File: config.mk
export PLATFORM = sky130hd
export DESIGN_NAME = scoreboard_hazard_unit
export DESIGN_NICKNAME = d
export VERILOG_FILES = /design/src/rtl/scoreboard_hazard_unit.sv
export SDC_FILE = /design/constraint.sdc
export NUM_CORES = 1
export LEC_CHECK = 0
export ABC_AREA = 1
export ABC_CLOCK_PERIOD_IN_PS = 3600
export CORE_ASPECT_RATIO = 1.25
export CORE_MARGIN = 1.5
export CORE_UTILIZATION = 57
export DETAILED_ROUTE_END_ITERATION = 10
export PLACE_DENSITY = 0.75
export SKIP_LAST_GASP = 1
export SLEW_MARGIN = 10
export SYNTH_ARGS = -nofsm -noshare
export SYNTH_HDL_FRONTEND = slang
export SYNTH_SLANG_ARGS = --single-unit
export TNS_END_PERCENT = 50
File: constraint.sdc
create_clock -name clk -period 3.6 [get_ports clk]
set_input_delay 0.54 -clock clk [delete_from_list [all_inputs] [get_ports clk]]
set_output_delay 0.54 -clock clk [all_outputs]
set_load 0.005 [all_outputs]
File: src/rtl/scoreboard_hazard_unit.sv
// scoreboard_hazard_unit
//   Per-register latency scoreboard for an in-order pipeline. Each
//   architectural register has a down-counter of the cycles left until its
//   pending result is produced. The ID-stage instruction is stalled on a
//   read-after-write hazard when a source still needs more than one cycle.
//   A count of exactly 1 means the result will be on the forwarding path in
//   time. The instruction is also stalled on a write-after-write hazard when
//   an older write to the same destination would finish after the new one.
//
// Ports
//   clk, rst                 clock, asynchronous active-low reset
//   issue_valid              ID stage holds a valid instruction
//   issue_rs/rt, rs/rt_used  source addresses and their read enables
//   issue_rd, issue_wr       destination address and its write enable
//   issue_lat                cycles until the result is forwardable (1..MAX_LAT)
//   flush                    squash the ID instruction this cycle
//   freeze                   external pipeline hold
//   stall                    hold IF/ID and PC, inject a bubble (combinational)
//   pc_write, if_id_write    ~stall (combinational)
//   bubble                   zero the ID/EX control word (combinational)
//   stall_count              saturating count of stalled cycles (registered)
//   lat_error                sticky illegal-latency flag (registered)
//
// Handshake: an instruction is accepted in the cycle where issue_valid=1,
// stall=0 and flush=0. Only an accepted instruction updates the scoreboard.
module scoreboard_hazard_unit #(
  parameter int REG_COUNT = 32,
  parameter int ADDR_W    = 5,
  parameter int MAX_LAT   = 4,
  parameter int LAT_W     = 4,
  parameter int CNT_W     = 16
) (
  input  logic              clk,
  input  logic              rst,
  input  logic              issue_valid,
  input  logic [ADDR_W-1:0] issue_rs,
  input  logic [ADDR_W-1:0] issue_rt,
  input  logic              rs_used,
  input  logic              rt_used,
  input  logic [ADDR_W-1:0] issue_rd,
  input  logic              issue_wr,
  input  logic [LAT_W-1:0]  issue_lat,
  input  logic              flush,
  input  logic              freeze,
  output logic              stall,
  output logic              pc_write,
  output logic              if_id_write,
  output logic              bubble,
  output logic [CNT_W-1:0]  stall_count,
  output logic              lat_error
);

  localparam logic [LAT_W-1:0] MAX_LAT_V = LAT_W'(MAX_LAT);
  localparam logic [LAT_W-1:0] ONE_V     = LAT_W'(1);

  // Register 0 is hard-wired, so storage starts at index 1.
  logic [LAT_W-1:0] cnt_q [REG_COUNT-1:1];
  logic [LAT_W-1:0] cnt_d [REG_COUNT-1:1];
  logic [LAT_W-1:0] cnt_view [REG_COUNT];

  logic [CNT_W-1:0] stall_count_q, stall_count_d;
  logic             lat_error_q, lat_error_d;

  logic [LAT_W-1:0] rs_cnt, rt_cnt, rd_cnt;
  logic             raw_haz, waw_haz, accept, lat_bad;
  logic [LAT_W-1:0] load_lat;

  always_comb begin
    cnt_view[0] = '0;
    for (int r = 1; r < REG_COUNT; r++) begin
      cnt_view[r] = cnt_q[r];
    end
  end

  assign rs_cnt = cnt_view[issue_rs];
  assign rt_cnt = cnt_view[issue_rt];
  assign rd_cnt = cnt_view[issue_rd];

  // A source with count 1 reaches the forwarding path in time, so only
  // counts above 1 block the reader.
  assign raw_haz = issue_valid & ((rs_used & (rs_cnt > ONE_V)) |
                                  (rt_used & (rt_cnt > ONE_V)));
  // Keep completions in order: an older write must not land after this one.
  assign waw_haz = issue_valid & issue_wr & (issue_rd != '0) &
                   (rd_cnt > issue_lat);

  // Counters are cleared asynchronously, so during reset the hazard terms
  // are already zero and stall follows freeze alone.
  assign stall       = freeze | ((raw_haz | waw_haz) & ~flush);
  assign pc_write    = ~stall;
  assign if_id_write = ~stall;
  assign bubble      = stall | (issue_valid & flush);
  assign accept      = issue_valid & ~stall & ~flush;

  assign lat_bad  = (issue_lat == '0) | (issue_lat > MAX_LAT_V);
  assign load_lat = lat_bad ? MAX_LAT_V : issue_lat;

  always_comb begin
    for (int r = 1; r < REG_COUNT; r++) begin
      cnt_d[r] = cnt_q[r];
      if (!freeze && (cnt_q[r] != '0)) begin
        cnt_d[r] = cnt_q[r] - ONE_V;
      end
      // A new load overrides the decrement of the same register.
      if (accept && issue_wr && (issue_rd == ADDR_W'(r))) begin
        cnt_d[r] = load_lat;
      end
    end
  end

  always_comb begin
    stall_count_d = stall_count_q;
    if (stall && (stall_count_q != '1)) begin
      stall_count_d = stall_count_q + CNT_W'(1);
    end
  end

  assign lat_error_d = lat_error_q | (accept & issue_wr & lat_bad);

  always_ff @(posedge clk or negedge rst) begin
    if (!rst) begin
      for (int r = 1; r < REG_COUNT; r++) begin
        cnt_q[r] <= '0;
      end
      stall_count_q <= '0;
      lat_error_q   <= 1'b0;
    end else begin
      for (int r = 1; r < REG_COUNT; r++) begin
        cnt_q[r] <= cnt_d[r];
      end
      stall_count_q <= stall_count_d;
      lat_error_q   <= lat_error_d;
    end
  end

  assign stall_count = stall_count_q;
  assign lat_error   = lat_error_q;

endmodule
==> parameters.txt <==
Parameter                              Value

Global route
  Via count of the first global-routing pass ... roughly 12000
  Total GRT Usage ... 38.4%
  Maximum number of pins on one net before global-route repair ... 95
  Sum of overflow across all layers after global routing ... 0
  Number of antenna violations at the first check in global routing ... 0
  Global-route wire length before repair ... 62.0 mm

Worst setup path
  Slowest library cell on the worst path ... sky130_fd_sc_hd__dfrtp_1
  Critical-path cell list ... inv_2 -> o22ai_1 -> o21ai_1 -> nand4_1 -> nor2_1 -> a41oi_1 -> ha_1 -> inv_1 -> nor2_1 -> o211ai_1 -> a211oi_1 -> nand2_1 -> nand2_2 -> buf_6 -> nand2_4 -> nand2_2 -> buf_2
  Family with the most delay on the worst path ... simple AND/OR/NAND/NOR gates
  Type of the worst setup path ... reg2out
  Total buffers and inverters traversed by the critical path ... 4
  Crit. End Element ... primary output
  Highest cell delay on the worst timing path ... 0.40 ns
  Signal arrival time at the worst endpoint ... approximately 2.9 ns
  Kind of launch point of the worst setup path ... flop
  Max Fanout on Critical Path ... 2
  Endpoint required time on the critical path ... between 3 and 4 ns

Outcome
  Outcome ... complete, no violations

Timing
  Unrepaired setup endpoints after global routing ... true
  Highest Clock Rate ... 287 MHz
  Final setup fails ... 0
  Tightest slew margin relative to the limit ... 49.0%
  Post-route setup slack ... about 0.12 ns
  Worst Clk Skew ... 0.0185 ns
  Actual transition at the worst max-transition pin ... 0.759 ns
  Post-route minimum period ... 3.48 ns
  Period utilization ... 96.7%
  Final Hold Viols ... 0
  Max-slew violation count ... 0

Logic synthesis
  Netlist cell types ... 46
  Post-synth EDFFs ... 0
  Post-synthesis net count ... 1707
  Post-synthesis average cell area ... 6.94 um^2
  Share of the synthesized area in the top cell type ... 30.9%
  Most used flip-flop cell after synthesis ... sky130_fd_sc_hd__dfrtp_1
  Area leader, netlist ... sky130_fd_sc_hd__dfrtp_1
  Flip-flop and latch count after synthesis ... roughly 140
  Part of the Yosys area used for sequential elements ... 30.9%
  Netlist Area Pre-Place ... 11400 um^2
  Synth top area cells ... sky130_fd_sc_hd__dfrtp_1, sky130_fd_sc_hd__nand2_1, sky130_fd_sc_hd__nand3_1, sky130_fd_sc_hd__inv_1, sky130_fd_sc_hd__xor2_1
  Instance count of the mapped netlist ... between 1500 and 2000
  Share of async-settable or async-resettable flops after synthesis ... 100%
  Total number of yosys warnings ... 0

Place
  Final weighted congestion in routability-driven placement ... 1.03
  Total placed cells including tap cells ... 1985
  Buffers on Ports ... 47
  DP HPWL ... 28.6 mm
  Minimum setup slack after placement ... -0.838 ns

Clocking
  Cell chosen for the clock root ... sky130_fd_sc_hd__clkbuf_16
  Clock insertion delay at the later pin of the skew report ... between 0.4 and 0.5 ns
  Number of buffers inserted for hold repair after clock tree synthesis ... 0
  TritonCTS buffer count ... 17
  CTS HTree Levels ... 4
  Buffers from clock root to sink, at most ... 2
  Clk pin slew, worst setup/hold paths ... 0.07 ns
  Clock sink count ... about 140
  Clock tree from TritonCTS ... yes

Pwr
  Worst IR drop on VDD ... 0.413 mV
  Power Total ... 10.4 mW
  Cell leakage power ... 6.97 nW
  Power density over the cells ... 763 nW/um^2

Route
  Via Count ... between 10000 and 15000
  Routed wire per std cell ... 19.4 um
  Number of iterations in the first detailed-routing pass ... 7
  1st-iter DRT viols ... 1401
  Drt total wl ... 39.4 mm
  Via density per instance ... roughly 6
  DRT antenna net count ... 0
  # DRC ... 0

Layout
  Area growth, synth to finish ... 19.2%
  ANT cells ... 0
  Share of layout cells above drive strength 1 ... between 10% and 20%
  Fill cell total of the finished layout ... ~1700
  Final-stage net count ... between 1500 and 2000
  Final standard cell count with taps included and fillers excluded ... 2032

Floorplanning
  Row Count ... 57
  Starting Density ... 58.4%
  DIE AREA ... around 21000 um^2
  Core ar. ... between 15000 and 20000 um^2
  Die Span Y ... 161 um
  I/O pins ... 48
  Die X-Extent ... 130 um

Worst hold path
  Type of the worst min-delay path ... in2async

Job
  MaxCap Viol Count ... 0
power by group:
group	leakage, nW	total, mW	internal (mW)	switching, mW
Sequential	1.73	2.93	2.33	0.598
Clock	0.285	1.82	0.935	0.882
Combinational	4.96	5.63	2.27	3.36
Total	6.97	10.4	5.54	4.84
layout make-up:
class | instances | area [um^2] | share of cell area [%]
clock buffer | 17 | 425 | 3.13
timing repair buffer | 165 | 1560 | 11.4
inverter | 202 | 782 | 5.75
clock inverter | 15 | 166 | 1.22
multi-input combinational | 1227 | 6810 | 50.1
tap | 265 | 332 | 2.44
sequential | 141 | 3530 | 25.9
cell usage in the layout, fill, tap and decap left out, types with 3 or more instances in the layout:
cell type                           n
sky130_fd_sc_hd__a2111oi_0          5
sky130_fd_sc_hd__inv_1            179
sky130_fd_sc_hd__a21oi_1           19
sky130_fd_sc_hd__inv_6              5
sky130_fd_sc_hd__o21ai_0           24
sky130_fd_sc_hd__clkbuf_16         17
sky130_fd_sc_hd__nand4_1           68
sky130_fd_sc_hd__ha_1              36
sky130_fd_sc_hd__buf_6             11
sky130_fd_sc_hd__nor2_1           128
sky130_fd_sc_hd__o21ai_1           61
sky130_fd_sc_hd__a31oi_1            5
sky130_fd_sc_hd__inv_2             16
sky130_fd_sc_hd__xor2_1            60
sky130_fd_sc_hd__clkinv_8           4
sky130_fd_sc_hd__xnor2_1           33
sky130_fd_sc_hd__nor2_2             7
sky130_fd_sc_hd__clkbuf_2           4
sky130_fd_sc_hd__nand2_4            3
sky130_fd_sc_hd__inv_8              6
sky130_fd_sc_hd__nor2_4             3
sky130_fd_sc_hd__buf_4             95
sky130_fd_sc_hd__a21oi_2            3
sky130_fd_sc_hd__a221oi_2           3
sky130_fd_sc_hd__nand4_2           24
sky130_fd_sc_hd__dfrtp_1          141
sky130_fd_sc_hd__nand2_2            3
sky130_fd_sc_hd__o22ai_1           68
sky130_fd_sc_hd__clkdlybuf4s50_1   35
sky130_fd_sc_hd__nor3_1            40
sky130_fd_sc_hd__nand4_4            6
sky130_fd_sc_hd__nand2_1          383
sky130_fd_sc_hd__nand3_1          221
sky130_fd_sc_hd__a22oi_1            3
sky130_fd_sc_hd__buf_12            14
through the flow:
step | TNS (ns) | hold WS, ns | utilization [%] | cell area, um^2
after CTS | -0.0366 | 0.150 | 68.9 | 13500
final | 0 | 0.102 | 69.6 | 13600
after global routing | -0.0349 | 0.177 | 69.6 | 13600
after global placement | -78.95 | 0.461 | 65.1 | 12700
after detailed placement | -85.35 | 0.462 | 65.1 | 12700
after floorplan | 0 | 0.244 | - | 11400
logic make-up after synthesis:
group | share of synthesized area [%]
compound gates | 10.7
flops | 30.9
buf+inv | 10.5
simple gates | 36.8
xor+xnor | 7.14
fa+ha+maj | 3.95
path summary, 6_finish.rpt:
path,slack [ns],depth (start not counted),end,start
worst max-delay path,0.12,17,stall,cnt_q[77]
worst min-delay path,0.10,1,cnt_q[65],rst
worst max register to register,0.35,20,cnt_q[14],cnt_q[77]
worst min register to register,0.48,1,lat_error,lat_error
max in group asynchronous,2.63,2,cnt_q[56],rst
min in group clk,0.48,1,lat_error,lat_error
sequential cells by signal, summed over array words and instances, names as in the netlist:
name	flops
stall_count	16
cnt_q	124
lat_error	1
per-layer routing:
metal,share of wire (%),global-route usage (%),up-vias
met3,9.0,6.23,129
met2,46,61.3,612
met5,0,0,-
li1,-,-,5770
met1,41,51.7,5851
met4,4.3,16.3,0
repair_timing:
item,CTS,global route
pin swaps,14,18
setup endpoints to repair,129,114
resized for setup,52,56
setup buffers,8,6
cloned,1,1
cell usage after synthesis (5+ instances only):
library cell	n
sky130_fd_sc_hd__a31oi_1	5
sky130_fd_sc_hd__buf_4	7
sky130_fd_sc_hd__buf_2	5
sky130_fd_sc_hd__nor3_1	40
sky130_fd_sc_hd__buf_6	13
sky130_fd_sc_hd__a2111oi_0	5
sky130_fd_sc_hd__dfrtp_1	141
sky130_fd_sc_hd__inv_1	193
sky130_fd_sc_hd__nand4_4	6
sky130_fd_sc_hd__clkbuf_1	41
sky130_fd_sc_hd__buf_1	5
sky130_fd_sc_hd__nand3_1	221
sky130_fd_sc_hd__nor2_1	136
sky130_fd_sc_hd__ha_1	36
sky130_fd_sc_hd__a21oi_1	22
sky130_fd_sc_hd__nand4_1	68
sky130_fd_sc_hd__nand4_2	24
sky130_fd_sc_hd__o21ai_0	41
sky130_fd_sc_hd__o22ai_1	70
sky130_fd_sc_hd__xor2_1	60
sky130_fd_sc_hd__o21ai_1	44
sky130_fd_sc_hd__nand2_1	385
sky130_fd_sc_hd__xnor2_1	33
No activity file was read; power rests on OpenSTA's default activity.
